<file path="src/rtl/mem_stage_access.sv">
// MEM-stage access controller: issues the data-memory bus transaction for the
// instruction in EX/MEM, stalls the front of the pipe while it is in flight,
// and loads the MEM/WB latch with the result, a bubble, or a fault bubble.
//
// state  | meaning
// -------+------------------------------------------------------------------
// S_IDLE | no access outstanding; EX/MEM instruction is decoded this cycle
// S_WAIT | bus request held, waiting for mem_ready or the timeout limit
module mem_stage_access #(
   parameter int unsigned TIMEOUT = 16
) (
   input  logic        clk,
   input  logic        reset,
   input  logic        MemRead_MEM,
   input  logic        MemWrite_MEM,
   input  logic [31:0] ALUOut_MEM,
   input  logic [4:0]  Rw_MEM,
   input  logic [1:0]  MemtoReg_MEM,
   input  logic        RegWrite_MEM,
   input  logic [31:0] rt_MEM,
   input  logic [31:0] PC_MEM,
   output logic        mem_req,
   output logic        mem_we,
   output logic [31:0] mem_addr,
   output logic [31:0] mem_wdata,
   input  logic [31:0] mem_rdata,
   input  logic        mem_ready,
   output logic        mem_stall,
   output logic        mem_fault,
   output logic        RegWrite_WB,
   output logic [1:0]  MemtoReg_WB,
   output logic [4:0]  Rw_WB,
   output logic [31:0] ALUOut_WB,
   output logic [31:0] MemData_WB,
   output logic [31:0] PC_WB
);

   typedef enum logic {S_IDLE, S_WAIT} state_t;

   localparam logic [7:0] CNT_LAST = 8'(TIMEOUT - 1);

   state_t      state_q, state_d;
   logic [7:0]  cnt_q, cnt_d;
   logic        req_q, req_d;
   logic        we_q, we_d;
   logic [31:0] addr_q, addr_d;
   logic [31:0] wdata_q, wdata_d;
   logic        fault_q, fault_d;
   logic [4:0]  cap_rw_q, cap_rw_d;
   logic [1:0]  cap_m2r_q, cap_m2r_d;
   logic        cap_rwe_q, cap_rwe_d;
   logic [31:0] cap_pc_q, cap_pc_d;
   logic        wb_rwe_q, wb_rwe_d;
   logic [1:0]  wb_m2r_q, wb_m2r_d;
   logic [4:0]  wb_rw_q, wb_rw_d;
   logic [31:0] wb_alu_q, wb_alu_d;
   logic [31:0] wb_md_q, wb_md_d;
   logic [31:0] wb_pc_q, wb_pc_d;

   logic acc, mis;

   assign acc = MemRead_MEM | MemWrite_MEM;
   assign mis = acc & (ALUOut_MEM[1:0] != 2'b00);

   // Register bank: FSM, timeout counter, bus, captured fields and MEM/WB latch.
   always_ff @(posedge clk or negedge reset) begin
      if (!reset) begin
         state_q   <= S_IDLE;
         cnt_q     <= '0;
         req_q     <= 1'b0;
         we_q      <= 1'b0;
         addr_q    <= '0;
         wdata_q   <= '0;
         fault_q   <= 1'b0;
         cap_rw_q  <= '0;
         cap_m2r_q <= '0;
         cap_rwe_q <= 1'b0;
         cap_pc_q  <= '0;
         wb_rwe_q  <= 1'b0;
         wb_m2r_q  <= '0;
         wb_rw_q   <= '0;
         wb_alu_q  <= '0;
         wb_md_q   <= '0;
         wb_pc_q   <= '0;
      end else begin
         state_q   <= state_d;
         cnt_q     <= cnt_d;
         req_q     <= req_d;
         we_q      <= we_d;
         addr_q    <= addr_d;
         wdata_q   <= wdata_d;
         fault_q   <= fault_d;
         cap_rw_q  <= cap_rw_d;
         cap_m2r_q <= cap_m2r_d;
         cap_rwe_q <= cap_rwe_d;
         cap_pc_q  <= cap_pc_d;
         wb_rwe_q  <= wb_rwe_d;
         wb_m2r_q  <= wb_m2r_d;
         wb_rw_q   <= wb_rw_d;
         wb_alu_q  <= wb_alu_d;
         wb_md_q   <= wb_md_d;
         wb_pc_q   <= wb_pc_d;
      end
   end

   // Next-state logic; MEM/WB defaults to an all-zero bubble every cycle.
   always_comb begin
      state_d   = state_q;
      cnt_d     = cnt_q;
      req_d     = req_q;
      we_d      = we_q;
      addr_d    = addr_q;
      wdata_d   = wdata_q;
      fault_d   = 1'b0;
      cap_rw_d  = cap_rw_q;
      cap_m2r_d = cap_m2r_q;
      cap_rwe_d = cap_rwe_q;
      cap_pc_d  = cap_pc_q;
      wb_rwe_d  = 1'b0;
      wb_m2r_d  = '0;
      wb_rw_d   = '0;
      wb_alu_d  = '0;
      wb_md_d   = '0;
      wb_pc_d   = '0;
      case (state_q)
         S_IDLE: begin
            if (!acc) begin
               wb_rwe_d = RegWrite_MEM;
               wb_m2r_d = MemtoReg_MEM;
               wb_rw_d  = Rw_MEM;
               wb_alu_d = ALUOut_MEM;
               wb_pc_d  = PC_MEM;
            end else if (mis) begin
               // Faulting instruction keeps its PC so the handler can find it.
               fault_d = 1'b1;
               wb_pc_d = PC_MEM;
            end else begin
               state_d   = S_WAIT;
               cnt_d     = '0;
               req_d     = 1'b1;
               we_d      = MemWrite_MEM;
               addr_d    = ALUOut_MEM;
               wdata_d   = rt_MEM;
               cap_rw_d  = Rw_MEM;
               cap_m2r_d = MemtoReg_MEM;
               cap_rwe_d = RegWrite_MEM;
               cap_pc_d  = PC_MEM;
            end
         end
         S_WAIT: begin
            if (mem_ready) begin
               state_d  = S_IDLE;
               req_d    = 1'b0;
               wb_rwe_d = cap_rwe_q;
               wb_m2r_d = cap_m2r_q;
               wb_rw_d  = cap_rw_q;
               wb_alu_d = addr_q;
               wb_md_d  = we_q ? 32'h0 : mem_rdata;
               wb_pc_d  = cap_pc_q;
            end else if (cnt_q == CNT_LAST) begin
               state_d = S_IDLE;
               req_d   = 1'b0;
               fault_d = 1'b1;
            end else begin
               cnt_d = cnt_q + 8'd1;
            end
         end
         default: state_d = S_IDLE;
      endcase
   end

   // Stall is gated by reset so an aborted access releases the pipe at once.
   always_comb begin
      mem_stall = 1'b0;
      if (reset) begin
         case (state_q)
            S_IDLE:  mem_stall = acc & ~mis;
            S_WAIT:  mem_stall = ~mem_ready & (cnt_q != CNT_LAST);
            default: mem_stall = 1'b0;
         endcase
      end
   end

   assign mem_req     = req_q;
   assign mem_we      = we_q;
   assign mem_addr    = addr_q;
   assign mem_wdata   = wdata_q;
   assign mem_fault   = fault_q;
   assign RegWrite_WB = wb_rwe_q;
   assign MemtoReg_WB = wb_m2r_q;
   assign Rw_WB       = wb_rw_q;
   assign ALUOut_WB   = wb_alu_q;
   assign MemData_WB  = wb_md_q;
   assign PC_WB       = wb_pc_q;

endmodule

</file>
<file path="config.mk">
export PLATFORM = sky130hd
export DESIGN_NAME = mem_stage_access
export DESIGN_NICKNAME = d
export VERILOG_FILES = /design/src/rtl/mem_stage_access.sv
export SDC_FILE = /design/constraint.sdc
export NUM_CORES = 1
export LEC_CHECK = 0
export BUFFER_PORTS_ARGS = -buffer_cell sky130_fd_sc_hd__buf_4
export CAP_MARGIN = 20
export CORE_ASPECT_RATIO = 1.1
export CORE_MARGIN = 5
export CORE_UTILIZATION = 47
export DETAILED_ROUTE_END_ITERATION = 16
export GPL_TIMING_DRIVEN = 0
export PLACE_DENSITY = 0.77
export SYNTH_ARGS = -nofsm -noshare
export SYNTH_HDL_FRONTEND = slang
export SYNTH_SLANG_ARGS = --single-unit
</file>
<file path="constraint.sdc">
create_clock -name clk -period 2.31 [get_ports clk]
set_input_delay 0.462 -clock clk [delete_from_list [all_inputs] [get_ports clk]]
set_output_delay 0.462 -clock clk [all_outputs]
set_load 0.01 [all_outputs]
</file>
==> impl_metrics.py <==
metrics = {
    "power_and_ir_drop": {
        "p_leak_nw": 6.34,
        "p_per_area_mw_per_mm2": 880,
        "irDropWorstVdd_uv": 655,
    },
    "flow_run": {
        "maxCapViolCount": 0,
    },
    "layout": {
        "antennaDiodeCount": 0,
        "layout_commonest_cell": "buf_4",
        "nets": 1222,
        "mostFrequentLayoutCells": "324 x buf_4, 315 x nand2_1, 219 x dfrtp_1",
        "multi_input_area_mm2": 0.00237,
        "finish.utilization": 0.681,
        "drive_gt1_frac": 0.351,
        "seq_area_mm2": 0.00551,
        "stdcell_count": 1327,
        "area_delta_synth_final_pct": 43.4,
        "fillerInstances": 1333,
    },
    "global_route": {
        "grt_pass1_wl_um": 35700,
        "met2_usage": 0.399,
        "antenna_found_initial": 0,
        "grt.busiest_layer": "met2",
        "grt_pass1_vias": 6742,
        "grt.overflow.total": 0,
        "grt_max_degree": 121,
        "use_met1": 0.267,
        "track_usage": 0.225,
        "grt.met3_usage": 0.0654,
    },
    "floorplanning": {
        "dieHeight_um": 147,
        "io_pins": 313,
        "core-area_mm2": 0.0170,
        "die_x_um": 135,
        "initial_core_util": 0.474,
        "die-area_mm2": 0.0198,
        "fp-row-count": 50,
    },
    "route": {
        "drtIter0Drc": 379,
        "first_pass_iters": 5,
        "num_vias": 6477,
        "avgViaCountPerCell": 4.88,
        "wl_um": 22700,
        "drc": 0,
        "wl_per_cell_um": 17.1,
        "ant_nets": 0,
    },
    "clock_network": {
        "hold_buffers": 0,
        "clk_pin_slew_ns": 0.06,
        "tritoncts": "done",
        "htreeDepth": 1,
        "root_buffer": "clkbuf_16",
        "cts_buffer_depth": 3,
        "clkSinkCount": 220,
        "cts_buffers": 23,
        "clk_latency_ns": 0.49,
    },
    "timing": {
        "finalSetupViolCount": 0,
        "hold_ws_ns": -0.0170,
        "fin_ws_ns": 0.00556,
        "period_minus_slack_ns": 2.30,
        "rsz0062_at_grt": "true",
        "relSlewSlack": 0.492,
        "worst_pin_slew_ns": 0.762,
        "setup_tns_ns": 0,
        "slew_viol_final": 0,
        "skew_ns": 0.0116,
        "hold_viol_final": 3,
        "fmax_mhz": 434,
        "finalCritPeriodShare": 0.998,
    },
    "placed_design": {
        "routabilityCongestion": 0.814,
        "hpwlAfterDp_um": 16600,
        "portBuffers": 312,
        "preCtsSetupSlack_ns": 0.144,
        "dpl.cell_count": 1278,
    },
    "worst_setup_path": {
        "endpoint_kind": "output port",
        "path_class": "register to output port",
        "cp_data_required_time_ns": 1.85,
        "critPathMaxFanout": 2,
        "worstPathArrival_ns": 1.84,
        "critPathLaunchType": "register",
    },
    "yosys": {
        "synth_top_family_by_area": "simple AND/OR/NAND/NOR gates",
        "ys_seq_elements": 220,
        "synth_xor_xnor_area_share": 0,
        "synthCells": 731,
        "seq_area_frac_synth": 0.684,
        "synth_nets": 873,
        "syn_area_per_cell_um2": 11.0,
        "yosysWarnings": 0,
        "syn-cell-area_mm2": 0.00804,
        "ys_types": 30,
        "synth.mux.area_fraction": 0.00249,
        "yosys.area_share.simple": 0.195,
        "synth_fa_ha_area_frac": 0.00156,
        "synth_compound_area_frac": 0.0918,
    },
    "outcome": {
        "violations": "negative hold slack",
        "status": "finished with violations",
    },
    "min_path": {
        "hp-class": "input pin to async pin",
    },
}
flip-flops by register name, summed over array words and instances, names as in the netlist, 8 cells and up:
register,count
mem_addr,32
cap_pc_q,32
PC_WB,32
mem_wdata,32
ALUOut_WB,32
cnt_q,8
MemData_WB,32
worst paths after layout:
path | start | endpoint | slack [ns] | cells past startpoint
worst min-delay path | reset | mem_addr[31] | -0.02 | 1
min in group clk | rt_MEM[1] | mem_wdata[1] | 0.16 | 3
worst min register to register | cap_rwe_q | cap_rwe_q | 0.47 | 2
max in group asynchronous | reset | PC_WB[23] | 1.31 | 2
worst max register to register | state_q | mem_addr[9] | 0.37 | 7
worst max-delay path | cnt_q[4] | mem_stall | 0.006 | 6
cells in the mapped netlist:
cell / n / area (µm²)
o32ai_1: 1 / 8.76
nor2_2: 1 / 6.26
o31ai_1: 1 / 7.51
and2b_1: 1 / 7.51
nor3_1: 4 / 20.0
buf_4: 3 / 22.5
nand3_1: 7 / 35.0
a21oi_1: 3 / 15.0
o22a_1: 1 / 8.76
nor4_4: 2 / 42.5
a21o_1: 2 / 15.0
o311ai_0: 1 / 8.76
nand2b_1: 1 / 6.26
o21ai_0: 2 / 10.0
nor2_1: 5 / 18.8
or2_2: 1 / 6.26
dfrtp_1: 220 / 5510
inv_1: 2 / 7.51
ha_1: 1 / 12.5
mux2i_1: 2 / 20.0
o41ai_1: 1 / 8.76
buf_2: 15 / 75.1
clkbuf_1: 24 / 90.1
buf_1: 1 / 3.75
and3_1: 3 / 18.8
nand2_1: 315 / 1180
a22o_1: 72 / 631
a211o_1: 2 / 17.5
and2_1: 36 / 225
o211ai_1: 1 / 7.51
repair_timing:
action | in CTS | in global routing
pin swaps | 5 | 3
gates cloned | 0 | 0
setup buffers | 9 | 2
endpoints found under the setup margin | 1 | 1
gates resized for setup | 7 | 3
worst max-delay path, cell delays in order (launching register included):
cell and delay [ns]:
dfrtp_2 0.42, nor4_4 0.36, a21oi_4 0.11, nor2_4 0.14, inv_2 0.05, and2_4 0.15, buf_6 0.11
per-stage QoR:
| step | total power, mW | area, µm² |
|---|---|---|
| 2_1_floorplan | 5.53 | 8040 |
| 3_3_place_gp | 6.61 | 10700 |
| 3_5_place_dp | 6.69 | 10700 |
| 4_1_cts | 10.3 | 11500 |
| 5_1_grt | 10.7 | 11500 |
| 6_report | 10.2 | 11500 |
per-layer routing:
layer  routed length [µm]  vias up
li1                     -     3064
met1                 8340     3146
met2                11900      235
met3                 2000       32
met4                  476        0
met5                    0        -
cell type report:
| type | count | area share |
|---|---|---|
| Buffer | 43 | 0.0166 |
| Clock buffer | 33 | 0.0566 |
| Clock inverter | 5 | 0.00488 |
| Inverter | 2 | 0.000651 |
| Multi-Input combinational cell | 466 | 0.205 |
| Sequential cell | 220 | 0.477 |
| Tap cell | 234 | 0.0254 |
| Timing Repair Buffer | 324 | 0.214 |
power breakdown:
part / internal, mW / total, mW / leakage [nW] / switching [mW]
Combinational: 0.984 / 1.96 / 3.16 / 0.981
Sequential: 4.40 / 4.71 / 2.83 / 0.308
Clock: 2.06 / 3.48 / 0.346 / 1.41
Total: 7.45 / 10.2 / 6.34 / 2.70
cell families (layout without fill, tap and decap cells):
group / after synthesis / in the layout
buf+inv: 45 / 407
flops: 220 / 220
fa+ha+maj: 1 / 1
mux: 2 / 2
compound gates: 87 / 87
simple gates: 376 / 376
No activity file was read; power rests on OpenSTA's default activity.
